File: config.mk
export PLATFORM = sky130hd
export DESIGN_NAME = hazard_scoreboard
export DESIGN_NICKNAME = d
export VERILOG_FILES = /design/src/rtl/hazard_scoreboard.sv
export SDC_FILE = /design/constraint.sdc
export NUM_CORES = 1
export LEC_CHECK = 0
export CORE_MARGIN = 4
export CORE_UTILIZATION = 57
export CTS_BUF_LIST = sky130_fd_sc_hd__clkbuf_4
export DETAILED_ROUTE_END_ITERATION = 12
export GPL_TIMING_DRIVEN = 0
export MAX_ROUTING_LAYER = met4
export PLACE_DENSITY = 0.88
export SLEW_MARGIN = 20
export SYNTH_ARGS = -nofsm -noshare
export SYNTH_HDL_FRONTEND = slang
export SYNTH_SLANG_ARGS = --single-unit
export TNS_END_PERCENT = 50
File: constraint.sdc
create_clock -name clk -period 4.45 [get_ports clk]
set_clock_uncertainty 0.2 [all_clocks]
set_input_delay 0.6675 -clock clk [delete_from_list [all_inputs] [get_ports clk]]
set_output_delay 0.6675 -clock clk [all_outputs]
set_load 0.01 [all_outputs]
File: src/rtl/hazard_scoreboard.sv
// hazard_scoreboard: scoreboard-driven D-stage stall/forwarding, MDU busy countdown and eret/EPC interlock.
// Optional HAZ_PERF_CNT_EN adds 32-bit stall-cause counters cnt_data, cnt_md, cnt_eret.
module hazard_scoreboard #(
  parameter int REG_AW  = 5,
  parameter int STAGES  = 3,
  parameter int TNEW_W  = 2,
  parameter int MUL_LAT = 5,
  parameter int DIV_LAT = 10,
  parameter int SEL_W   = 2
) (
  input  logic              clk,
  input  logic              reset,
  input  logic              d_valid,
  input  logic [REG_AW-1:0] d_rs,
  input  logic [REG_AW-1:0] d_rt,
  input  logic [TNEW_W-1:0] d_tuse_rs,
  input  logic [TNEW_W-1:0] d_tuse_rt,
  input  logic              d_we,
  input  logic [REG_AW-1:0] d_wa,
  input  logic [TNEW_W-1:0] d_tnew,
  input  logic              d_md_use,
  input  logic              d_eret,
  input  logic              d_mtc0_epc,
  input  logic              e_md_start,
  input  logic              e_md_div,
  input  logic              flush,
  output logic              stall,
  output logic [SEL_W-1:0]  fwd_sel_rs,
  output logic [SEL_W-1:0]  fwd_sel_rt,
  output logic              md_busy
`ifdef HAZ_PERF_CNT_EN
  ,
  output logic [31:0]       cnt_data,
  output logic [31:0]       cnt_md,
  output logic [31:0]       cnt_eret
`endif
);
  localparam int MD_W   = $clog2(DIV_LAT + 1);
  localparam int ERET_N = (STAGES < 2) ? STAGES : 2;
  logic [STAGES:1]   r_v;
  logic [STAGES:1]   r_epc;
  logic [REG_AW-1:0] r_wa   [1:STAGES];
  logic [TNEW_W-1:0] r_tnew [1:STAGES];
  logic [MD_W-1:0]   r_md_cnt;
  logic [REG_AW-1:0] w_src  [2];
  logic [TNEW_W-1:0] w_tuse [2];
  logic [SEL_W-1:0]  w_sel  [2];
  logic [1:0]        w_stall_src;
  logic              w_stall_data;
  logic              w_stall_md;
  logic              w_stall_eret;
  assign w_src[0]  = d_rs;
  assign w_src[1]  = d_rt;
  assign w_tuse[0] = d_tuse_rs;
  assign w_tuse[1] = d_tuse_rt;
  // Scan oldest to youngest so the youngest matching writer has the last word.
  always_comb begin
    for (int o = 0; o < 2; o++) begin
      w_sel[o]       = '0;
      w_stall_src[o] = 1'b0;
      for (int k = STAGES; k >= 1; k--)
        if (r_v[k] && r_wa[k] == w_src[o] && w_src[o] != '0) begin
          w_sel[o]       = (r_tnew[k] == '0) ? SEL_W'(k) : '0;
          w_stall_src[o] = (r_tnew[k] != '0) && (w_tuse[o] < r_tnew[k]);
        end
    end
  end
  // epc is only ever set by a real mtc0 (which writes no GRF), so it stands on its own.
  assign w_stall_data = |w_stall_src;
  assign w_stall_md   = d_md_use & (e_md_start | md_busy);
  assign w_stall_eret = d_eret & (|r_epc[ERET_N:1]);
  assign stall        = d_valid & (w_stall_data | w_stall_md | w_stall_eret);
  assign fwd_sel_rs   = w_sel[0];
  assign fwd_sel_rt   = w_sel[1];
  assign md_busy      = (r_md_cnt != '0);
  always_ff @(posedge clk or negedge reset) begin
    if (!reset) begin
      r_v      <= '0;
      r_epc    <= '0;
      r_md_cnt <= '0;
      for (int k = 1; k <= STAGES; k++) begin
        r_wa[k]   <= '0;
        r_tnew[k] <= '0;
      end
    end else begin
      for (int k = STAGES; k > 1; k--) begin
        r_v[k]    <= r_v[k-1] & ~flush;
        r_epc[k]  <= r_epc[k-1] & ~flush;
        r_wa[k]   <= r_wa[k-1];
        r_tnew[k] <= (r_tnew[k-1] != '0) ? r_tnew[k-1] - TNEW_W'(1) : '0;
      end
      r_v[1]    <= ~flush & ~stall & d_valid & d_we & (d_wa != '0);
      r_epc[1]  <= ~flush & ~stall & d_valid & d_mtc0_epc;
      r_wa[1]   <= stall ? '0 : d_wa;
      r_tnew[1] <= stall ? '0 : d_tnew;
      r_md_cnt  <= e_md_start ? (e_md_div ? MD_W'(DIV_LAT) : MD_W'(MUL_LAT))
                              : r_md_cnt - MD_W'(md_busy);
    end
  end
`ifdef HAZ_PERF_CNT_EN
  always_ff @(posedge clk or negedge reset) begin
    if (!reset) begin
      cnt_data <= '0;
      cnt_md   <= '0;
      cnt_eret <= '0;
    end else begin
      cnt_data <= cnt_data + 32'(d_valid & w_stall_data);
      cnt_md   <= cnt_md + 32'(d_valid & w_stall_md);
      cnt_eret <= cnt_eret + 32'(d_valid & w_stall_eret);
    end
  end
`endif
endmodule

# Word-level counts from Yosys, hierarchy flattened
# Index checks and enable logic that the tools add are counted.
# totals
regBits	30
out_inout_bits	6
# op_classes
order_cmp	6
add_sub_neg	3
n_reduce_logical	30
bitwise_logic	16
n_mux	21
n_eq_ne	6
# op_table
op	n
$eq 5x5->1	6
$mux 2	11
$logic_and 1x1->1	18
$reduce_bool 5->1	3
$lt 2x2->1	6
$and 1x1->1	11
$mux 4	2
$mux 1	7
$logic_not 2->1	3
$reduce_bool 2->1	3
$mux 5	1
$reduce_bool 4->1	1
$reduce_or 2->1	2
$sub 2x1->2 const B	2
$sub 4x1->4	1
$or 1x1->1	3
$not 1->1	2

# Logic depth before layout (Yosys ltp)
# Gate-level depths: netlist of run 1.
# depth
ltp_word	15
depth_mapped	8

# Worst setup path after synthesis of run 1
# No wires, ideal clock.
# synth_timing
path_kind	input to output
from	input d_rt[1]
to	output fwd_sel_rt[0]
t_required_ps	3582
path_stages	5
path_slack_ps	1419
path_buffers	0
arrival_ps	2164
path_cell_list	or4_4 nor2_2 nor4_1 or4b_1 mux2i_1
# synth_between
elab_chain_cells	6
elab_cells_between_ends	13
classes_between	3 x eq/ne; 3 x mux; 7 x reduce/logical
# synth_rtl
element	line	text
from (decl)	15	input logic [REG_AW-1:0] d_rt,
$eq 5x5->1	62	if (r_v[k] && r_wa[k] == w_src[o] && w_src[o] != '0) begin
$logic_and 1x1->1 (2 in a row)	62	
$mux 2 (2 in a row)	62	
$mux 2 (*)	62	
to (decl)	29	output logic [SEL_W-1:0] fwd_sel_rt,
# Mark *: on every way between the ends. The rest lies on a longest branch, timed or not.

# Worst setup path after layout of run 1
# Same ends and word-level chain as after synthesis.

==> impl_metrics.env, run 1 <==
export IMPL_status="finished clean"
export IMPL_diodes=0
export IMPL_path_buf_inv=2
export IMPL_clkTransAtPathRegs_ns=0.09
export IMPL_hp_class="input port to asynchronous set/reset pin"
export IMPL_synth_simple_area_share_pct=19.1
export IMPL_cp_cell_sequence="clkdlybuf4s50_1 > or4_4 > nor2_2 > nor4_1 > or4b_1 > mux2i_1 > clkdlybuf4s50_1"
export IMPL_gr_usage_all_layers_pct=22.6
export IMPL_p_leak_nw=0.911
export IMPL_ys_seq_area_share_pct=42.2
export IMPL_synth_edf_count=0
export IMPL_grt_pass1_vias=1541
export IMPL_wl_mm=4.10
export IMPL_drc=0
export IMPL_multi_input_area_um2=968
export IMPL_slowest_delay_ns=0.58
export IMPL_synthMuxAreaShare_pct=2.81
export IMPL_cts_buffers_inserted=5
export IMPL_fillCellCount=218
export IMPL_synth_avg_cell_area_um2=10.0
export IMPL_tightest_slew_ns=0.765
export IMPL_power_density_nw_per_um2=276
export IMPL_grt_pass1_wl_mm=6.91
export IMPL_cp_required_ns=3.58
export IMPL_rows=20
export IMPL_finalHoldViolations=0
export IMPL_critPathLaunchType="input port"
export IMPL_worstSetupEndpointType="output pin"
export IMPL_fmax_mhz=237
export IMPL_core_area_um2=3030
export IMPL_netlist_instances=178
export IMPL_fp_dieH_um=63.9
export IMPL_synth_warnings=0
export IMPL_placement_io_buffers=34
export IMPL_hold_buffers=0
export IMPL_p_sw_share_pct=30.2
export IMPL_maxCapViolations=0
export IMPL_gp_congestion=0.900
export IMPL_grt_overflow_total=0
export IMPL_arrival_ns=3.35
export IMPL_setup_viol=0
export IMPL_critPathSlowestCell="or4_4"
export IMPL_die_x_um=63.9
export IMPL_finalSetupTns_ns=0
export IMPL_cts_tree="done"
export IMPL_vias_per_cell=5.61
export IMPL_peakVddDrop_uv=188
export IMPL_syn2layout_area_growth_pct=24.7
export IMPL_maxSlewViolCount=0
export IMPL_synth_ff_type="dfrtp_1"
export IMPL_synth_cell_types=33
export IMPL_antenna_found_initial=0
export IMPL_max_slew_margin_rel_pct=48.6
export IMPL_clockRootBuffer="clkbuf_4"
export IMPL_first_pass_iters=4
export IMPL_syn_area_um2=1780
export IMPL_wl_per_cell_um=15.5
export IMPL_power_frac_seq_pct=51.9
export IMPL_finalCritPeriodShare_pct=94.7
export IMPL_p_comb_share_pct=23.5
export IMPL_synth_top_family_by_area="simple AND/OR/NAND/NOR gates"
export IMPL_io_pins=37
export IMPL_synth_fa_ha_area_share_pct=5.63
export IMPL_ctsLongestPathBuffers=2
export IMPL_cp_common_cell="clkdlybuf4s50_1"
export IMPL_path_class="input port to output pin"
export IMPL_holdWs_ns=0.148
export IMPL_cts_resized_gates=0
export IMPL_drtIter0Drc=94
export IMPL_p_switching_mw=0.185
export IMPL_clock_sinks=30
export IMPL_synth_seq_cells=30
export IMPL_synth_compound_area_share_pct=11.2
export IMPL_netlist_area_leader_share_pct=42.2
export IMPL_register_area_um2=751
export IMPL_synthTopCellsByArea="dfrtp_1, xnor2_1, ha_1, xor2_1, nand2_1"
export IMPL_synth_top_cells_by_count="dfrtp_1, xnor2_1, nand2_1, inv_1, nor2_1"
export IMPL_finalCriticalPeriod_ns=4.22
export IMPL_drive_gt1_share_pct=6.82
export IMPL_ys_async_sr_fraction_pct=100
export IMPL_final_nets=258
export IMPL_cts_max_level=2
export IMPL_grt_max_degree=31
export IMPL_p_int_mw=0.426
export IMPL_cp_max_fo=4
export IMPL_clkPwrFrac_pct=24.6
export IMPL_synth_top_area_cell="dfrtp_1"
export IMPL_cts_setup_buffers=0
export IMPL_syn_num_nets=217
export IMPL_clkLatencyLatePin_ns=0.33
export IMPL_grt_setup_unrepaired="false"
export IMPL_start_util_pct=58.8
export IMPL_postRouteAntennaNets=0
export IMPL_synth_xor_area_share_pct=15.8
export IMPL_hpwl_mm=3.24
export IMPL_vias=1482
export IMPL_cp_top_family="simple AND/OR/NAND/NOR gates"
export IMPL_die_area_um2=4080
export IMPL_yosysMostFrequentCell="dfrtp_1"
[stage by stage]
stage	util [%]	instance area (um2)	std cells	total power, mW	setup WS, ns
floorplan	-	1780	178	0.402	1.42
global placement	71.8	2170	256	0.455	0.248
detailed placement	71.7	2170	256	0.465	0.244
CTS	73.3	2220	264	0.614	0.225
global route	73.3	2220	264	0.646	0.102
finish	73.3	2220	264	0.611	0.234
[power groups by stage]
stage | combinational (mW) | clock, mW | sequential [mW]
2_1_floorplan | 0.0854 | 0 | 0.317
6_report | 0.144 | 0.150 | 0.317
4_1_cts | 0.144 | 0.153 | 0.317
3_5_place_dp | 0.143 | 0 | 0.322
5_1_grt | 0.160 | 0.166 | 0.321
3_3_place_gp | 0.135 | 0 | 0.320
[state kept, by name, indices dropped and copies added (netlist names)]
signal    cells
r_tnew        6
r_epc         2
r_md_cnt      4
r_wa         15
r_v           3
[placed cells by master, fill, tap and decap left out, drive strengths merged, types with 2 or more instances in the layout]
| cell type | count |
|---|---|
| nand4 | 7 |
| o21ai | 2 |
| and2 | 2 |
| nor2b | 5 |
| mux2i | 5 |
| nand2 | 18 |
| xor2 | 10 |
| o22ai | 8 |
| a21oi | 5 |
| nand3 | 2 |
| or4 | 3 |
| nor2 | 15 |
| clkbuf | 6 |
| buf | 2 |
| xnor2 | 22 |
| ha | 8 |
| clkdlybuf4s50 | 33 |
| a2bb2oi | 5 |
| nor4 | 7 |
| inv | 14 |
| dfrtp | 30 |
| clkinv | 3 |
[logic make-up (layout without fill, tap and decap cells)]
group | Yosys count | after routing
DFF | 30 | 30
buffers and inverters | 16 | 58
adders and majority gates | 8 | 8
muxes | 5 | 5
and+or+nand+nor | 62 | 62
AOI/OAI and AO/OA | 25 | 25
xor gates and xnor gates | 32 | 32
[final cells by class]
| type | count | area share (%) |
|---|---|---|
| multi-input combinational | 132 | 43.7 |
| sequential | 30 | 33.8 |
| timing repair buffer | 34 | 15.1 |
| tap | 44 | 2.48 |
| inverter | 14 | 2.37 |
| clock buffer | 5 | 1.69 |
| clock inverter | 3 | 0.508 |
| buffer | 2 | 0.338 |
[per-layer routing]
layer	share of wire [%]	vias to the layer above	global-route usage, %	wire [um]
met5	0	-	-	0
met4	1.3	0	8.89	53
met3	4.0	8	6.68	164
met2	52	51	37.5	2130
met1	43	715	25.4	1750
li1	-	708	-	-
[worst paths after layout]
kind                        startpoint             to  slack (ns)  cells after the start
max                            d_rt[1]  fwd_sel_rt[0]        0.23                      7
min                              reset        r_wa[0]        0.15                      1
max reg2reg                r_md_cnt[1]       r_wa[14]        2.17                      6
min reg2reg                    r_wa[8]        r_wa[3]        0.24                      0
max in group asynchronous        reset       r_wa[12]        3.48                      1
min in group clk               r_wa[8]        r_wa[3]        0.24                      0
[worst reg2reg max path: stages, from the launching register on]
cell      delay [ns]
dfrtp_1         0.41
or4_1           0.59
o21ai_0         0.21
nand2_1         0.11
a221oi_4        0.38
nand2_1         0.13
o22ai_1         0.15
(Power assumes the default switching activity.)
==> inputs of run 2 (changes only) <==
--- a/config.mk
+++ b/config.mk
@@ -5,13 +5,13 @@
 export SDC_FILE = /design/constraint.sdc
 export NUM_CORES = 1
 export LEC_CHECK = 0
-export CORE_MARGIN = 4
-export CORE_UTILIZATION = 57
+export CORE_MARGIN = 1.5
+export CORE_UTILIZATION = 53
 export CTS_BUF_LIST = sky130_fd_sc_hd__clkbuf_4
 export DETAILED_ROUTE_END_ITERATION = 12
 export GPL_TIMING_DRIVEN = 0
 export MAX_ROUTING_LAYER = met4
-export PLACE_DENSITY = 0.88
+export PLACE_DENSITY = 0.87
 export SLEW_MARGIN = 20
 export SYNTH_ARGS = -nofsm -noshare
 export SYNTH_HDL_FRONTEND = slang
==> constraint.sdc (replaced) <==
create_clock -name clk -period 4.7 [get_ports clk]
set_clock_uncertainty 0.2 [all_clocks]
set_input_delay 0.705 -clock clk [delete_from_list [all_inputs] [get_ports clk]]
set_output_delay 0.705 -clock clk [all_outputs]
set_load 0.01 [all_outputs]
==> impl_metrics.env, run 2 (synthesized netlist as in run 1, its figures left out) <==
export IMPL_postRouteAntennaNets=0
export IMPL_diodes=0
export IMPL_drc=0
export IMPL_grt_max_degree=31
export IMPL_cts_resized_gates=0
export IMPL_peakVddDrop_uv=228
export IMPL_final_nets=258
export IMPL_core_area_um2=3130
export IMPL_maxSlewViolCount=0
export IMPL_cp_required_ns=3.80
export IMPL_wl_per_cell_um=15.1
export IMPL_syn2layout_area_growth_pct=25.0
export IMPL_grt_pass1_wl_mm=6.35
export IMPL_gr_usage_all_layers_pct=24.7
export IMPL_max_slew_margin_rel_pct=51.3
export IMPL_grt_pass1_vias=1468
export IMPL_register_area_um2=751
export IMPL_worstSetupEndpointType="output pin"
export IMPL_finalHoldViolations=0
export IMPL_finalSetupTns_ns=0
export IMPL_multi_input_area_um2=968
export IMPL_pre_cts_ws_ns=0.359
export IMPL_placement_io_buffers=34
export IMPL_mostFrequentLayoutCells="clkdlybuf4s50_1, dfrtp_1, xnor2_1"
export IMPL_die_area_um2=3710
export IMPL_hpwl_mm=3.19
export IMPL_top_register="r_wa"
export IMPL_clkTransAtPathRegs_ns=0.10
export IMPL_die_x_um=60.9
export IMPL_wl_mm=3.98
export IMPL_path_class="input port to output pin"
export IMPL_reg_top3="r_wa (15), r_tnew (6), r_md_cnt (4)"
export IMPL_drive_gt1_share_pct=7.73
export IMPL_clkLatencyLatePin_ns=0.33
export IMPL_finalCritPeriodShare_pct=92.8
export IMPL_cts_setup_buffers=0
export IMPL_fmax_mhz=229
export IMPL_power_density_nw_per_um2=263
export IMPL_start_util_pct=56.9
export IMPL_critPathLaunchType="input port"
export IMPL_r2r_start="r_wa[9]"
export IMPL_hold_buffers=0
export IMPL_setup_viol=0
export IMPL_vias=1438
export IMPL_grt_setup_unrepaired="false"
export IMPL_p_leak_nw=0.916
export IMPL_final_common_cell="clkdlybuf4s50_1"
export IMPL_cts_max_level=2
export IMPL_vias_per_cell=5.45
export IMPL_largest_reg_flops=15
export IMPL_arrival_ns=3.46
export IMPL_drtIter0Drc=50
export IMPL_finalCriticalPeriod_ns=4.36
export IMPL_first_pass_iters=4
export IMPL_clockRootBuffer="clkbuf_4"
export IMPL_maxCapViolations=0
export IMPL_ff2ff_setup_slack_ns=2.38
export IMPL_fillCellCount=248
export IMPL_fp_dieH_um=60.9
export IMPL_layout_setup_ws_ns=0.338
export IMPL_clock_sinks=30
export IMPL_antenna_found_initial=0
export IMPL_cp_max_fo=10
export IMPL_rr_worst_depth=6
export IMPL_reg2reg_to="r_wa[10]"
export IMPL_io_pins=37
export IMPL_status="finished clean"
export IMPL_cts_buffers_inserted=5
export IMPL_gp_congestion=0.860
export IMPL_grt_overflow_total=0
export IMPL_cts_tree="done"
export IMPL_tightest_slew_ns=0.724
export IMPL_ctsLongestPathBuffers=2
export IMPL_rows=20
export IMPL_hp_class="input port to asynchronous set/reset pin"
[run 2: cell count changes in the layout (fill, tap and decap cells not counted), sizes merged]
cell    previous run  this run
clkbuf             6         7
clkinv             3         2
[run 2: how the worst max path moves through the flow]
stage,from,endpoint,cells after the start
after floorplan,d_rt[1],fwd_sel_rt[0],5
after global placement,d_rt[1],fwd_sel_rt[0],7
after detailed placement,d_rt[3],stall,8
after CTS,d_rt[3],stall,8
after global routing,d_rt[4],stall,8
final,d_rt[1],stall,8
[run 2: metrics by stage]
| step | power [mW] | instance area [um2] | hold slack [ns] | cells | utilization, % |
|---|---|---|---|---|---|
| 5_1_grt | 0.617 | 2220 | 0.227 | 264 | 71.1 |
| 3_3_place_gp | 0.430 | 2170 | 0.217 | 256 | 69.5 |
| 2_1_floorplan | 0.381 | 1780 | 0.209 | 178 | - |
| 4_1_cts | 0.590 | 2220 | 0.193 | 264 | 71.1 |
| 3_5_place_dp | 0.442 | 2170 | 0.228 | 256 | 69.4 |
| 6_report | 0.585 | 2220 | 0.191 | 264 | 71.1 |
[run 2: area by class of cell]
class	count	area share [%]
clock inverters	2	0.394
multi-input cells	132	43.6
flip-flops and latches	30	33.8
inverters	14	2.36
plain buffers	2	0.338
well taps	44	2.48
repair buffers	34	15.1
clock buffers	6	2.03
[run 2: critical path: stages]
cell	delay, ns
clkdlybuf4s50_1	0.59
or4_4	0.19
nor2_2	0.05
nor4_1	0.66
mux2i_1	0.37
o22ai_4	0.18
o21a_1	0.24
clkdlybuf4s50_1	0.48
[run 2: routing by layer]
metal | share of wire [%] | track usage (%) | routed length [um] | vias up
li1 | - | - | - | 700
met2 | 52 | 43.6 | 2080 | 45
met5 | 0 | - | 0 | -
met4 | 1.5 | 10.2 | 61 | 0
met1 | 42 | 27.5 | 1670 | 686
met3 | 4.3 | 3.84 | 172 | 7
[run 2: report_power, final]
group	switching (mW)	internal, mW
clock network	0.0865	0.0618
registers	0.0199	0.280
logic	0.0656	0.0713
total	0.172	0.413
==> inputs of run 3 (changes only) <==
--- a/config.mk
+++ b/config.mk
@@ -5,13 +5,13 @@
 export SDC_FILE = /design/constraint.sdc
 export NUM_CORES = 1
 export LEC_CHECK = 0
+export CAP_MARGIN = 20
 export CORE_MARGIN = 1.5
-export CORE_UTILIZATION = 53
-export CTS_BUF_LIST = sky130_fd_sc_hd__clkbuf_4
+export CORE_UTILIZATION = 51
 export DETAILED_ROUTE_END_ITERATION = 12
 export GPL_TIMING_DRIVEN = 0
 export MAX_ROUTING_LAYER = met4
-export PLACE_DENSITY = 0.87
+export PLACE_DENSITY = 0.85
 export SLEW_MARGIN = 20
 export SYNTH_ARGS = -nofsm -noshare
 export SYNTH_HDL_FRONTEND = slang
==> impl_metrics.env, run 3 (synthesized netlist as in run 1, its figures left out) <==
export IMPL_status="finished clean"
export IMPL_core_area_um2=3340
export IMPL_finalCriticalPeriod_ns=4.34
export IMPL_finalHoldViolations=0
export IMPL_clockRootBuffer="clkbuf_4"
export IMPL_fillCellCount=280
export IMPL_grt_pass1_vias=1322
export IMPL_drive_gt1_share_pct=8.18
export IMPL_hp_class="input port to asynchronous set/reset pin"
export IMPL_grt_overflow_total=0
export IMPL_drc=0
export IMPL_cts_max_level=2
export IMPL_path_class="input port to output pin"
export IMPL_max_slew_margin_rel_pct=49.0
export IMPL_cts_resized_gates=0
export IMPL_largest_reg_flops=15
export IMPL_p_leak_nw=0.915
export IMPL_vias_per_cell=5.32
export IMPL_vias=1415
export IMPL_clock_sinks=30
export IMPL_io_pins=37
export IMPL_placement_io_buffers=34
export IMPL_tightest_slew_ns=0.758
export IMPL_antenna_found_initial=0
export IMPL_final_common_cell="clkdlybuf4s50_1"
export IMPL_clkTransAtPathRegs_ns=0.09
export IMPL_fmax_mhz=230
export IMPL_worstSetupEndpointType="output pin"
export IMPL_cp_max_fo=10
export IMPL_maxSlewViolCount=0
export IMPL_wl_per_cell_um=13.7
export IMPL_die_area_um2=3850
export IMPL_gr_usage_all_layers_pct=22.5
export IMPL_peakVddDrop_uv=170
export IMPL_arrival_ns=3.43
export IMPL_reg_top3="r_wa (15), r_tnew (6), r_md_cnt (4)"
export IMPL_syn2layout_area_growth_pct=25.4
export IMPL_cts_buffers_inserted=5
export IMPL_hpwl_mm=2.90
export IMPL_hold_buffers=0
export IMPL_mostFrequentLayoutCells="clkdlybuf4s50_1, dfrtp_1, xnor2_1"
export IMPL_power_density_nw_per_um2=262
export IMPL_first_pass_iters=4
export IMPL_holdWs_ns=0.186
export IMPL_grt_max_degree=31
export IMPL_fp_dieH_um=62.1
export IMPL_rows=21
export IMPL_grt_pass1_wl_mm=5.89
export IMPL_wl_mm=3.64
export IMPL_gp_congestion=0.807
export IMPL_ctsLongestPathBuffers=2
export IMPL_multi_input_area_um2=968
export IMPL_start_util_pct=53.3
export IMPL_top_register="r_wa"
export IMPL_critPathLaunchType="input port"
export IMPL_maxCapViolations=0
export IMPL_grt_setup_unrepaired="false"
export IMPL_cts_setup_buffers=0
export IMPL_finalSetupTns_ns=0
export IMPL_drtIter0Drc=70
export IMPL_final_nets=258
export IMPL_clkLatencyLatePin_ns=0.33
export IMPL_setup_viol=0
export IMPL_register_area_um2=751
export IMPL_die_x_um=62.1
export IMPL_postRouteAntennaNets=0
export IMPL_ff2ff_setup_slack_ns=2.40
export IMPL_cp_required_ns=3.80
export IMPL_finalCritPeriodShare_pct=92.3
export IMPL_cts_tree="done"
export IMPL_diodes=0
## run 3: per-stage QoR
| stage | total power, mW | utilization [%] | instance area, um2 | setup slack (ns) | std cells |
|---|---|---|---|---|---|
| floorplan | 0.381 | - | 1780 | 1.59 | 178 |
| global placement | 0.433 | 65.2 | 2180 | 0.393 | 258 |
| detailed placement | 0.437 | 65.1 | 2170 | 0.377 | 258 |
| CTS | 0.590 | 66.9 | 2230 | 0.369 | 266 |
| global route | 0.622 | 66.9 | 2230 | 0.196 | 266 |
| finish | 0.584 | 66.9 | 2230 | 0.361 | 266 |
## run 3: where the power goes
part	internal [mW]	switching, mW	leakage, nW
sequential	0.280	0.0201	0.372
combinational	0.0703	0.0618	0.512
clock	0.0580	0.0943	0.0312
## run 3: area by class of cell
cell class / instances / area share, %
inverter: 14 / 2.36
clock buffer: 5 / 1.68
sequential: 30 / 33.7
multi-input combinational: 132 / 43.4
clock inverter: 3 / 0.953
tap: 46 / 2.58
timing repair buffer: 34 / 15.0
buffer: 2 / 0.337
## run 3: critical path, stage by stage
cell             delay (ns)
clkdlybuf4s50_1        0.62
or4_4                  0.20
nor2_4                 0.04
nor4_1                 0.60
mux2i_1                0.24
o22ai_4                0.33
o21a_1                 0.16
clkdlybuf4s50_1        0.53
## run 3: path summary, 6_finish.rpt
check | depth (start not counted) | to | startpoint
setup / recovery | 8 | stall | d_rs[4]
hold / removal | 1 | r_md_cnt[2] | reset
setup reg to reg | 6 | r_wa[14] | r_wa[8]
hold reg to reg | 0 | r_wa[1] | r_wa[6]
max in group asynchronous | 1 | r_tnew[3] | reset
min in group clk | 0 | r_wa[1] | r_wa[6]
## run 3: metal layers
metal / GRT usage (%) / vias up / routed length, um
li1: - / 704 / -
met1: 28.8 / 671 / 1680
met2: 34.5 / 34 / 1800
met3: 4.14 / 6 / 107
met4: 10.3 / 0 / 61
met5: - / - / 0
